### src/rtl/ascii_uart_rx_pkg.sv
// Shared UART receive definitions: FSM state encoding, bit-timing derivation
// and the byte acceptance filter.
package ascii_uart_rx_pkg;

    localparam int DEFAULT_CLK_HZ = 50_000_000;
    localparam int DEFAULT_BAUD   = 115_200;

    // Receiver FSM states
    typedef enum logic [2:0] {
        IDLE      = 3'd0,
        START     = 3'd1,
        DATA      = 3'd2,
        STOP      = 3'd3,
        WAIT_IDLE = 3'd4
    } rx_state_t;

    // Clock cycles per serial bit (integer division, 434 at the defaults)
    function automatic int calc_clks_per_bit(input int clk_hz, input int baud);
        return clk_hz / baud;
    endfunction

    // Offset from a bit edge to its mid-point sample (217 at the defaults)
    function automatic int calc_half_bit(input int clk_hz, input int baud);
        return calc_clks_per_bit(clk_hz, baud) / 2;
    endfunction

    // Counter width able to hold CLKS_PER_BIT-1 without wrapping early
    function automatic int calc_timer_width(input int clks_per_bit);
        return (clks_per_bit < 2) ? 1 : $clog2(clks_per_bit);
    endfunction

    // Byte filter: with digits_only set, only ASCII '0'..'9' are forwarded
    function automatic logic byte_accepted(input logic [7:0] b, input logic digits_only);
        return (!digits_only) || ((b >= 8'h30) && (b <= 8'h39));
    endfunction

endpackage

### src/rtl/ascii_uart_rx_if.sv
// Bus bundle between the serial line driver and the ASCII receiver:
// the RX line in, received byte with its strobe and the framing-error strobe out.
interface ascii_uart_rx_if;
    logic       RX;
    logic [7:0] D;
    logic       ASCIIEnable;
    logic       FrameError;

    // Side that drives the serial line and consumes received bytes
    modport master (
        output RX,
        input  D,
        input  ASCIIEnable,
        input  FrameError
    );

    // Receiver side
    modport slave (
        input  RX,
        output D,
        output ASCIIEnable,
        output FrameError
    );
endinterface

### src/rtl/uart_baud_timer.sv
// Free-running bit timer: counts 0..CLKS_PER_BIT-1 and restarts from zero on
// request. Strobes mark the mid-bit sample point and the last cycle of a bit,
// so a receiver and a transmitter can share the same timing block.
module uart_baud_timer
    import ascii_uart_rx_pkg::*;
#(
    parameter int CLKS_PER_BIT = 434,
    parameter int HALF_BIT     = 217
) (
    input  logic clk,
    input  logic rst_n,
    input  logic i_restart,
    output logic o_mid_bit,
    output logic o_end_bit
);

    localparam int W = calc_timer_width(CLKS_PER_BIT);
    localparam logic [W-1:0] MID_COUNT = W'(HALF_BIT - 1);
    localparam logic [W-1:0] END_COUNT = W'(CLKS_PER_BIT - 1);

    logic [W-1:0] r_count;

    // Count cycles within a bit; restart aligns count 0 with the detected edge
    always_ff @(posedge clk or negedge rst_n) begin
        if (!rst_n) begin
            r_count <= '0;
        end else if (i_restart || (r_count == END_COUNT)) begin
            r_count <= '0;
        end else begin
            r_count <= r_count + W'(1);
        end
    end

    assign o_mid_bit = (r_count == MID_COUNT);
    assign o_end_bit = (r_count == END_COUNT);

endmodule

### src/rtl/ascii_uart_rx.sv
// 8N1 UART receiver that forwards (optionally digit-only) ASCII bytes.
// D and ASCIIEnable are registered so they can feed an accumulator's data and
// enable inputs directly; FrameError flags a stop bit sampled low.
module ascii_uart_rx
    import ascii_uart_rx_pkg::*;
#(
    parameter int CLK_HZ      = DEFAULT_CLK_HZ,
    parameter int BAUD        = DEFAULT_BAUD,
    parameter bit DIGITS_ONLY = 1'b1
) (
    input  logic           CLOCK_50,
    input  logic           Reset_n,
    ascii_uart_rx_if.slave bus
);

    localparam int CLKS_PER_BIT = calc_clks_per_bit(CLK_HZ, BAUD);
    localparam int HALF_BIT     = calc_half_bit(CLK_HZ, BAUD);

    rx_state_t  r_state;
    logic       r_sync1;
    logic       r_sync2;
    logic [7:0] r_shift;
    logic [2:0] r_bit_idx;
    logic [7:0] r_d;
    logic       r_ascii_en;
    logic       r_frame_err;

    logic       w_rx;
    logic       w_restart;
    logic       w_mid_bit;
    logic       w_end_bit_unused;   // end-of-bit strobe is only needed by a transmitter

    // Two-flop synchronizer; resets to the idle-high line level
    always_ff @(posedge CLOCK_50 or negedge Reset_n) begin
        if (!Reset_n) begin
            r_sync1 <= 1'b1;
            r_sync2 <= 1'b1;
        end else begin
            r_sync1 <= bus.RX;
            r_sync2 <= r_sync1;
        end
    end

    assign w_rx = r_sync2;

    // The bit timer is zeroed on the same edge that recognises the start edge,
    // so every later mid_bit strobe lands in the middle of a bit.
    assign w_restart = (r_state == IDLE) && !w_rx;

    uart_baud_timer #(
        .CLKS_PER_BIT (CLKS_PER_BIT),
        .HALF_BIT     (HALF_BIT)
    ) u_baud_timer (
        .clk       (CLOCK_50),
        .rst_n     (Reset_n),
        .i_restart (w_restart),
        .o_mid_bit (w_mid_bit),
        .o_end_bit (w_end_bit_unused)
    );

    // Frame FSM with registered byte/strobe outputs
    always_ff @(posedge CLOCK_50 or negedge Reset_n) begin
        if (!Reset_n) begin
            r_state     <= IDLE;
            r_shift     <= 8'h00;
            r_bit_idx   <= 3'd0;
            r_d         <= 8'h00;
            r_ascii_en  <= 1'b0;
            r_frame_err <= 1'b0;
        end else begin
            // strobes default low so each lasts exactly one cycle
            r_ascii_en  <= 1'b0;
            r_frame_err <= 1'b0;
            case (r_state)
                IDLE: begin
                    if (!w_rx) begin
                        r_state <= START;
                    end
                end
                START: begin
                    r_bit_idx <= 3'd0;
                    if (w_mid_bit) begin
                        // a line already back high at mid-start is a glitch
                        r_state <= w_rx ? IDLE : DATA;
                    end
                end
                DATA: begin
                    if (w_mid_bit) begin
                        r_shift <= {w_rx, r_shift[7:1]};
                        if (r_bit_idx == 3'd7) begin
                            r_state <= STOP;
                        end else begin
                            r_bit_idx <= r_bit_idx + 3'd1;
                        end
                    end
                end
                STOP: begin
                    if (w_mid_bit) begin
                        if (w_rx) begin
                            if (byte_accepted(r_shift, DIGITS_ONLY)) begin
                                r_d        <= r_shift;
                                r_ascii_en <= 1'b1;
                            end
                            // leave at mid-stop so a back-to-back start edge is caught
                            r_state <= IDLE;
                        end else begin
                            r_frame_err <= 1'b1;
                            r_state     <= WAIT_IDLE;
                        end
                    end
                end
                WAIT_IDLE: begin
                    if (w_rx) begin
                        r_state <= IDLE;
                    end
                end
                default: begin
                    r_state <= IDLE;
                end
            endcase
        end
    end

    assign bus.D           = r_d;
    assign bus.ASCIIEnable = r_ascii_en;
    assign bus.FrameError  = r_frame_err;

endmodule

### src/flat_wrapper.sv
// flat-port wrapper written by rule: the top's interface ports become plain ports
module ascii_uart_rx_flat import ascii_uart_rx_pkg::*;
#(
    parameter int CLK_HZ      = DEFAULT_CLK_HZ,
    parameter int BAUD        = DEFAULT_BAUD,
    parameter bit DIGITS_ONLY = 1'b1
)
  (CLOCK_50, Reset_n, bus_RX, bus_D, bus_ASCIIEnable, bus_FrameError);
  ascii_uart_rx_if bus_i ();
  input  logic CLOCK_50;
  input  logic Reset_n;
  input wire logic [$bits(bus_i.RX)-1:0] bus_RX;
  output wire logic [$bits(bus_i.D)-1:0] bus_D;
  output wire logic [$bits(bus_i.ASCIIEnable)-1:0] bus_ASCIIEnable;
  output wire logic [$bits(bus_i.FrameError)-1:0] bus_FrameError;
  assign bus_i.RX = bus_RX;
  assign bus_D = bus_i.D;
  assign bus_ASCIIEnable = bus_i.ASCIIEnable;
  assign bus_FrameError = bus_i.FrameError;
  ascii_uart_rx #(.CLK_HZ(CLK_HZ), .BAUD(BAUD), .DIGITS_ONLY(DIGITS_ONLY)) u_core (.CLOCK_50(CLOCK_50), .Reset_n(Reset_n), .bus(bus_i));
endmodule
### config.mk
export PLATFORM = sky130hd
export DESIGN_NAME = ascii_uart_rx_flat
export DESIGN_NICKNAME = d
export VERILOG_FILES = /design/src/rtl/ascii_uart_rx_pkg.sv /design/src/rtl/ascii_uart_rx_if.sv /design/src/rtl/uart_baud_timer.sv /design/src/rtl/ascii_uart_rx.sv /design/src/flat_wrapper.sv
export SDC_FILE = /design/constraint.sdc
export NUM_CORES = 1
export LEC_CHECK = 0
export CAP_MARGIN = 20
export CORE_ASPECT_RATIO = 0.6
export CORE_MARGIN = 1.5
export CORE_UTILIZATION = 51
export CTS_CLUSTER_DIAMETER = 80
export CTS_CLUSTER_SIZE = 40
export DETAILED_ROUTE_END_ITERATION = 7
export PLACE_DENSITY = 0.74
export SYNTH_ARGS = -nofsm -noshare
export SYNTH_HDL_FRONTEND = slang
export SYNTH_HIERARCHICAL = 1
export SYNTH_SLANG_ARGS = --single-unit
### constraint.sdc
create_clock -name CLOCK_50 -period 2.4 [get_ports CLOCK_50]
set_input_delay 0.6 -clock CLOCK_50 [delete_from_list [all_inputs] [get_ports CLOCK_50]]
set_output_delay 0.6 -clock CLOCK_50 [all_outputs]
set_load 0.01 [all_outputs]
# After elaboration in Yosys (flattened, before gate mapping)
# Cells that the tools add are included.
dict set report word_totals {
  elab_cells 57
  regBits 35
  input_bits 3
  latchBits 0
  ramBits 0
  output_inout_bits 10
  n_memories 0
  rom_bits 0
}
dict set report classes {
  n_shift 0
  mux 20
  div 0
  bitwise 0
  reduce_logical 10
  n_mul 0
  add_sub_neg 2
  order_cmp 2
  n_eq_ne 14
}
# operator count
set op_table {}
lappend op_table {{2-to-1 mux 3 bit} 9}
lappend op_table {{one-hot mux 3 bit (5 select lines)} 1}
lappend op_table {{!= test 2 bit (second input constant)} 5}
lappend op_table {{adder 9 x 1 -> 9 bit (second input constant)} 1}
lappend op_table {{equality test 9 x 8 -> 1 bit (second input constant)} 1}
lappend op_table {{equality test 9 bit (second input constant)} 1}
lappend op_table {{2-to-1 mux 9 bit} 1}
lappend op_table {{greater-or-equal comparator 8 x 6 -> 1 bit (second input constant)} 1}
lappend op_table {{<= comparator 8 x 6 -> 1 bit (second input constant)} 1}
lappend op_table {{2-to-1 mux 1 bit} 7}
lappend op_table {{equality test 3 x 2 -> 1 bit (second input constant)} 2}
lappend op_table {{equality test 3 bit (second input constant)} 2}
lappend op_table {{one-hot mux 3 bit (2 select lines)} 1}
lappend op_table {{AND reduction 6 bit} 1}
lappend op_table {{!= test 2 x 1 -> 1 bit (second input constant)} 2}
lappend op_table {{AND reduction 4 bit} 1}
lappend op_table {{adder 3 x 1 -> 3 bit (second input constant)} 1}
lappend op_table {{equality test 3 x 1 -> 1 bit (second input constant)} 1}
lappend op_table {{zero test 3 bit} 1}
lappend op_table {{AND reduction 3 bit} 1}
lappend op_table {{logical AND 1 bit} 2}
lappend op_table {{2-to-1 mux 2 bit} 1}
lappend op_table {{AND reduction 2 bit} 1}
lappend op_table {{nonzero test 2 bit} 1}
lappend op_table {{other kinds (2)} 2}

# Logic depth before layout (Yosys ltp)
dict set report depth {
  depth_word 6
  depth_mapped 8
  ltp_nobuf 7
}

# Hierarchy
# The synthesis kept the hierarchy.
# mod n_inst seq_area_each_um2 cells_each area_per_inst_um2
set by_module_without_submodules {}
lappend by_module_without_submodules {ascii_uart_rx 1 653.1 72 1088.5}
lappend by_module_without_submodules {uart_baud_timer 1 225.2 48 481.7}

# Worst setup path after synthesis
# No wires, ideal clock.
dict set report synth_path {
  kind {flip-flop to flip-flop}
  from {register u_core.u_baud_timer.r_count[0]}
  to {register u_core.r_d[0] (netlist: u_core/bus.D[0])}
  arrival_ns 2.286
  setup_ns 0.125
  path_buffers 1
  stages_incl_launch_ff 9
  synth_period_minus_slack_ns 2.411
  required_ns 2.275
  slack_ns -0.011
  path_cell_list {dfrtp_1 -> inv_1 -> ha_1 -> nand4bb_1 -> nor3_1 -> nand4b_4 -> or4b_4 -> buf_6 -> mux2_4}
}
dict set report synth_between {
  elab_chain_cells 2
}
# element line
set synth_lines {}
lappend synth_lines {{start: declaration} uart_baud_timer.sv:21} ;# logic [W-1:0] r_count;
lappend synth_lines {{start signal: assignment} uart_baud_timer.sv:30} ;# r_count <= r_count + W'(1);
lappend synth_lines {{equality test 9 x 8 -> 1 bit} uart_baud_timer.sv:34} ;# assign o_mid_bit = (r_count == MID_COUNT);
lappend synth_lines {{net u_core.w_mid_bit} ascii_uart_rx.sv:30} ;# logic w_mid_bit;
lappend synth_lines {{AND reduction 4 bit (no source line)} -}
lappend synth_lines {{end signal: assignment} ascii_uart_rx.sv:101} ;# r_d <= r_shift;
lappend synth_lines {{end: declaration} ascii_uart_rx.sv:24} ;# logic [7:0] r_d;
# The timed path passes the listed nets, and every way through them passes these cells.
# A chain may end at the register's enable or synchronous reset.

# Final worst setup path
# Same ends and word-level chain as after synthesis.

==> flow_metrics.env <==
export IMPL_start_util_pct=54.2
export IMPL_drc_errors=0
export IMPL_areaGrowthSynthToFinish_pct=16.7
export IMPL_worst_slew_pin_slew_ps=428
export IMPL_outcome="complete, no violations"
export IMPL_synth_area_mm2=0.00157
export IMPL_p_comb_share_pct=1.5
export IMPL_avgSynthCellArea_um2=13.2
export IMPL_routed_wl_um=2590
export IMPL_antenna_found_initial=0
export IMPL_ant_nets=0
export IMPL_track_usage_pct=18.0
export IMPL_place_inst=171
export IMPL_post_cts_buffers=0
export IMPL_clockBufferDepth=2
export IMPL_syn_num_nets=127
export IMPL_syn_inst=119
export IMPL_relSlewSlack_pct=71.5
export IMPL_finClkSkew_ps=6.57
export IMPL_pwr_density_cell_mw_per_mm2=577
export IMPL_min_period_ps=2220
export IMPL_swShare_pct=18.5
export IMPL_n_antenna_cell=0
export IMPL_die_area_mm2=0.00342
export IMPL_cp_slowest_cell="or4b_4"
export IMPL_io_pins=13
export IMPL_ir_drop_mv=0.303
export IMPL_grt_max_degree=36
export IMPL_drt_initial_drc_count=46
export IMPL_reg2reg_slack_ps=180
export IMPL_cts_root_buf="clkbuf_8"
export IMPL_power_internal_w=0.000859
export IMPL_drive_gt1_share_pct=24.1
export IMPL_max_cap_viol_count=0
export IMPL_drt_pass1_iterations=4
export IMPL_holdBufCountCts=0
export IMPL_die_x_um=74.5
export IMPL_grt_pass1_vias=867
export IMPL_power_switching_w=0.000195
export IMPL_p_seq_share_pct=56.5
export IMPL_die_height_um=45.9
export IMPL_io_buffers=12
export IMPL_fill_cells=238
export IMPL_cts_repair_resize_count=0
export IMPL_htreeDepth=2
export IMPL_gp_congestion=0.795
export IMPL_rsz0062_at_grt="no"
export IMPL_cts_tree="yes"
export IMPL_nets=144
export IMPL_cts_buffers=5
export IMPL_pwr_share_clk_pct=42.0
export IMPL_grt_overflow_total=0
export IMPL_fp_row_count=15
export IMPL_clock_latency_ps=270
export IMPL_critical_path_required_ps=2560
export IMPL_leakage_nw=0.836
export IMPL_clock_sinks=35
export IMPL_startpoint_type="flip-flop"
export IMPL_fmax_mhz=451
export IMPL_core_mm2=0.00289
export IMPL_cp_max_fo=8
export IMPL_crit_type="reg2reg"
export IMPL_worstPathArrival_ps=2380
export IMPL_setup_tns_ps=0
export IMPL_vias=924
export IMPL_instances_no_fill=179
export IMPL_clk_pin_slew_ps=60
export IMPL_yosysWarningCount=6
export IMPL_setup_viol=0
export IMPL_critPathCaptureType="flip-flop"
export IMPL_period_share_pct=92.5
export IMPL_wire_per_inst_um=14.5
export IMPL_crit_chain="inv_1 > ha_1 > nand4bb_1 > nor3_2 > nand4b_4 > or4b_4 > mux2_4"
export IMPL_slew_viol_final=0
export IMPL_hold_class="reg2reg"
export IMPL_slowest_delay_ps=640
export IMPL_final_hold_viol_count=0
export IMPL_grt_pass1_wl_um=4270
export IMPL_dp_hpwl_um=1960
export IMPL_via_per_inst=5.16
layout make-up:
type	count	area (µm²)	share of cell area (%)
Inverter	4	15.0	0.822
Timing Repair Buffer	14	135	7.40
Tap cell	42	52.6	2.88
Multi-Input combinational cell	76	646	35.3
Sequential cell	35	878	48.1
Clock buffer	8	100	5.48
metal layers:
layer  GRT usage [%]  share of wire [%]  vias to the layer above
met5               0                  0                        -
met1            23.7                 49                      456
met4            5.45               0.50                        0
met3            8.19                3.0                        2
li1                -                  -                      457
met2            26.8                 47                        9
power by group through the flow:
stage / combinational (W) / sequential [W] / clock (W)
2_1_floorplan: 0.000000990 / 0.000605 / 0
3_3_place_gp: 0.0000164 / 0.000606 / 0
3_5_place_dp: 0.0000170 / 0.000606 / 0
4_1_cts: 0.0000170 / 0.000595 / 0.000459
5_1_grt: 0.0000188 / 0.000595 / 0.000489
6_report: 0.0000158 / 0.000595 / 0.000443
metrics by stage:
step / hold WS [ps] / util (%) / setup WS [ps] / power (W) / cell area (µm²)
4_1_cts: 359 / 63.2 / 165 / 0.00107 / 1830
2_1_floorplan: 304 / - / 162 / 0.000606 / 1570
3_3_place_gp: 347 / 59.7 / 251 / 0.000622 / 1730
5_1_grt: 360 / 63.2 / 77.5 / 0.00110 / 1830
6_report: 357 / 63.2 / 181 / 0.00105 / 1830
3_5_place_dp: 350 / 59.7 / 169 / 0.000623 / 1730
placed cells by master (no fill, tap or decap), types with 5 or more instances in the layout:
cell and n:
clkdlybuf4s50_1 12, mux2_2 9, nor2_1 9, dfrtp_1 33, ha_1 5, clkbuf_8 7
a21oi_1 5
worst max-delay path, delay by kind of cell, from the launching register on:
family / cells / cell delay [ps]
adders and majority gates: 1 / 140
muxes: 1 / 330
buffers and inverters: 1 / 80
and+or+nand+nor: 4 / 1140
DFF: 1 / 420
registers in the layout, summed over array words and instances (netlist names):
| signal | count |
|---|---|
| u_core/u_baud_timer/r_count | 9 |
| u_core/r_sync2 | 1 |
| u_core/r_state | 3 |
| u_core/bus.ASCIIEnable | 1 |
| u_core/r_shift | 8 |
| u_core/bus.D | 8 |
| u_core/r_sync1 | 1 |
| u_core/bus.FrameError | 1 |
| u_core/r_bit_idx | 3 |
path summary, 6_finish.rpt:
check / start / depth (start not counted) / to
worst max-delay path: u_core/u_baud_timer/r_count[0] / 7 / u_core/bus.D[0]
worst min-delay path: u_core/r_sync1 / 0 / u_core/r_sync2
worst max register to register: u_core/u_baud_timer/r_count[0] / 7 / u_core/bus.D[0]
worst min register to register: u_core/r_sync1 / 0 / u_core/r_sync2
max in group asynchronous: Reset_n / 2 / u_core/r_sync1
min in group asynchronous: Reset_n / 2 / u_core/u_baud_timer/r_count[8]
Power figures use the tool's default switching activity.
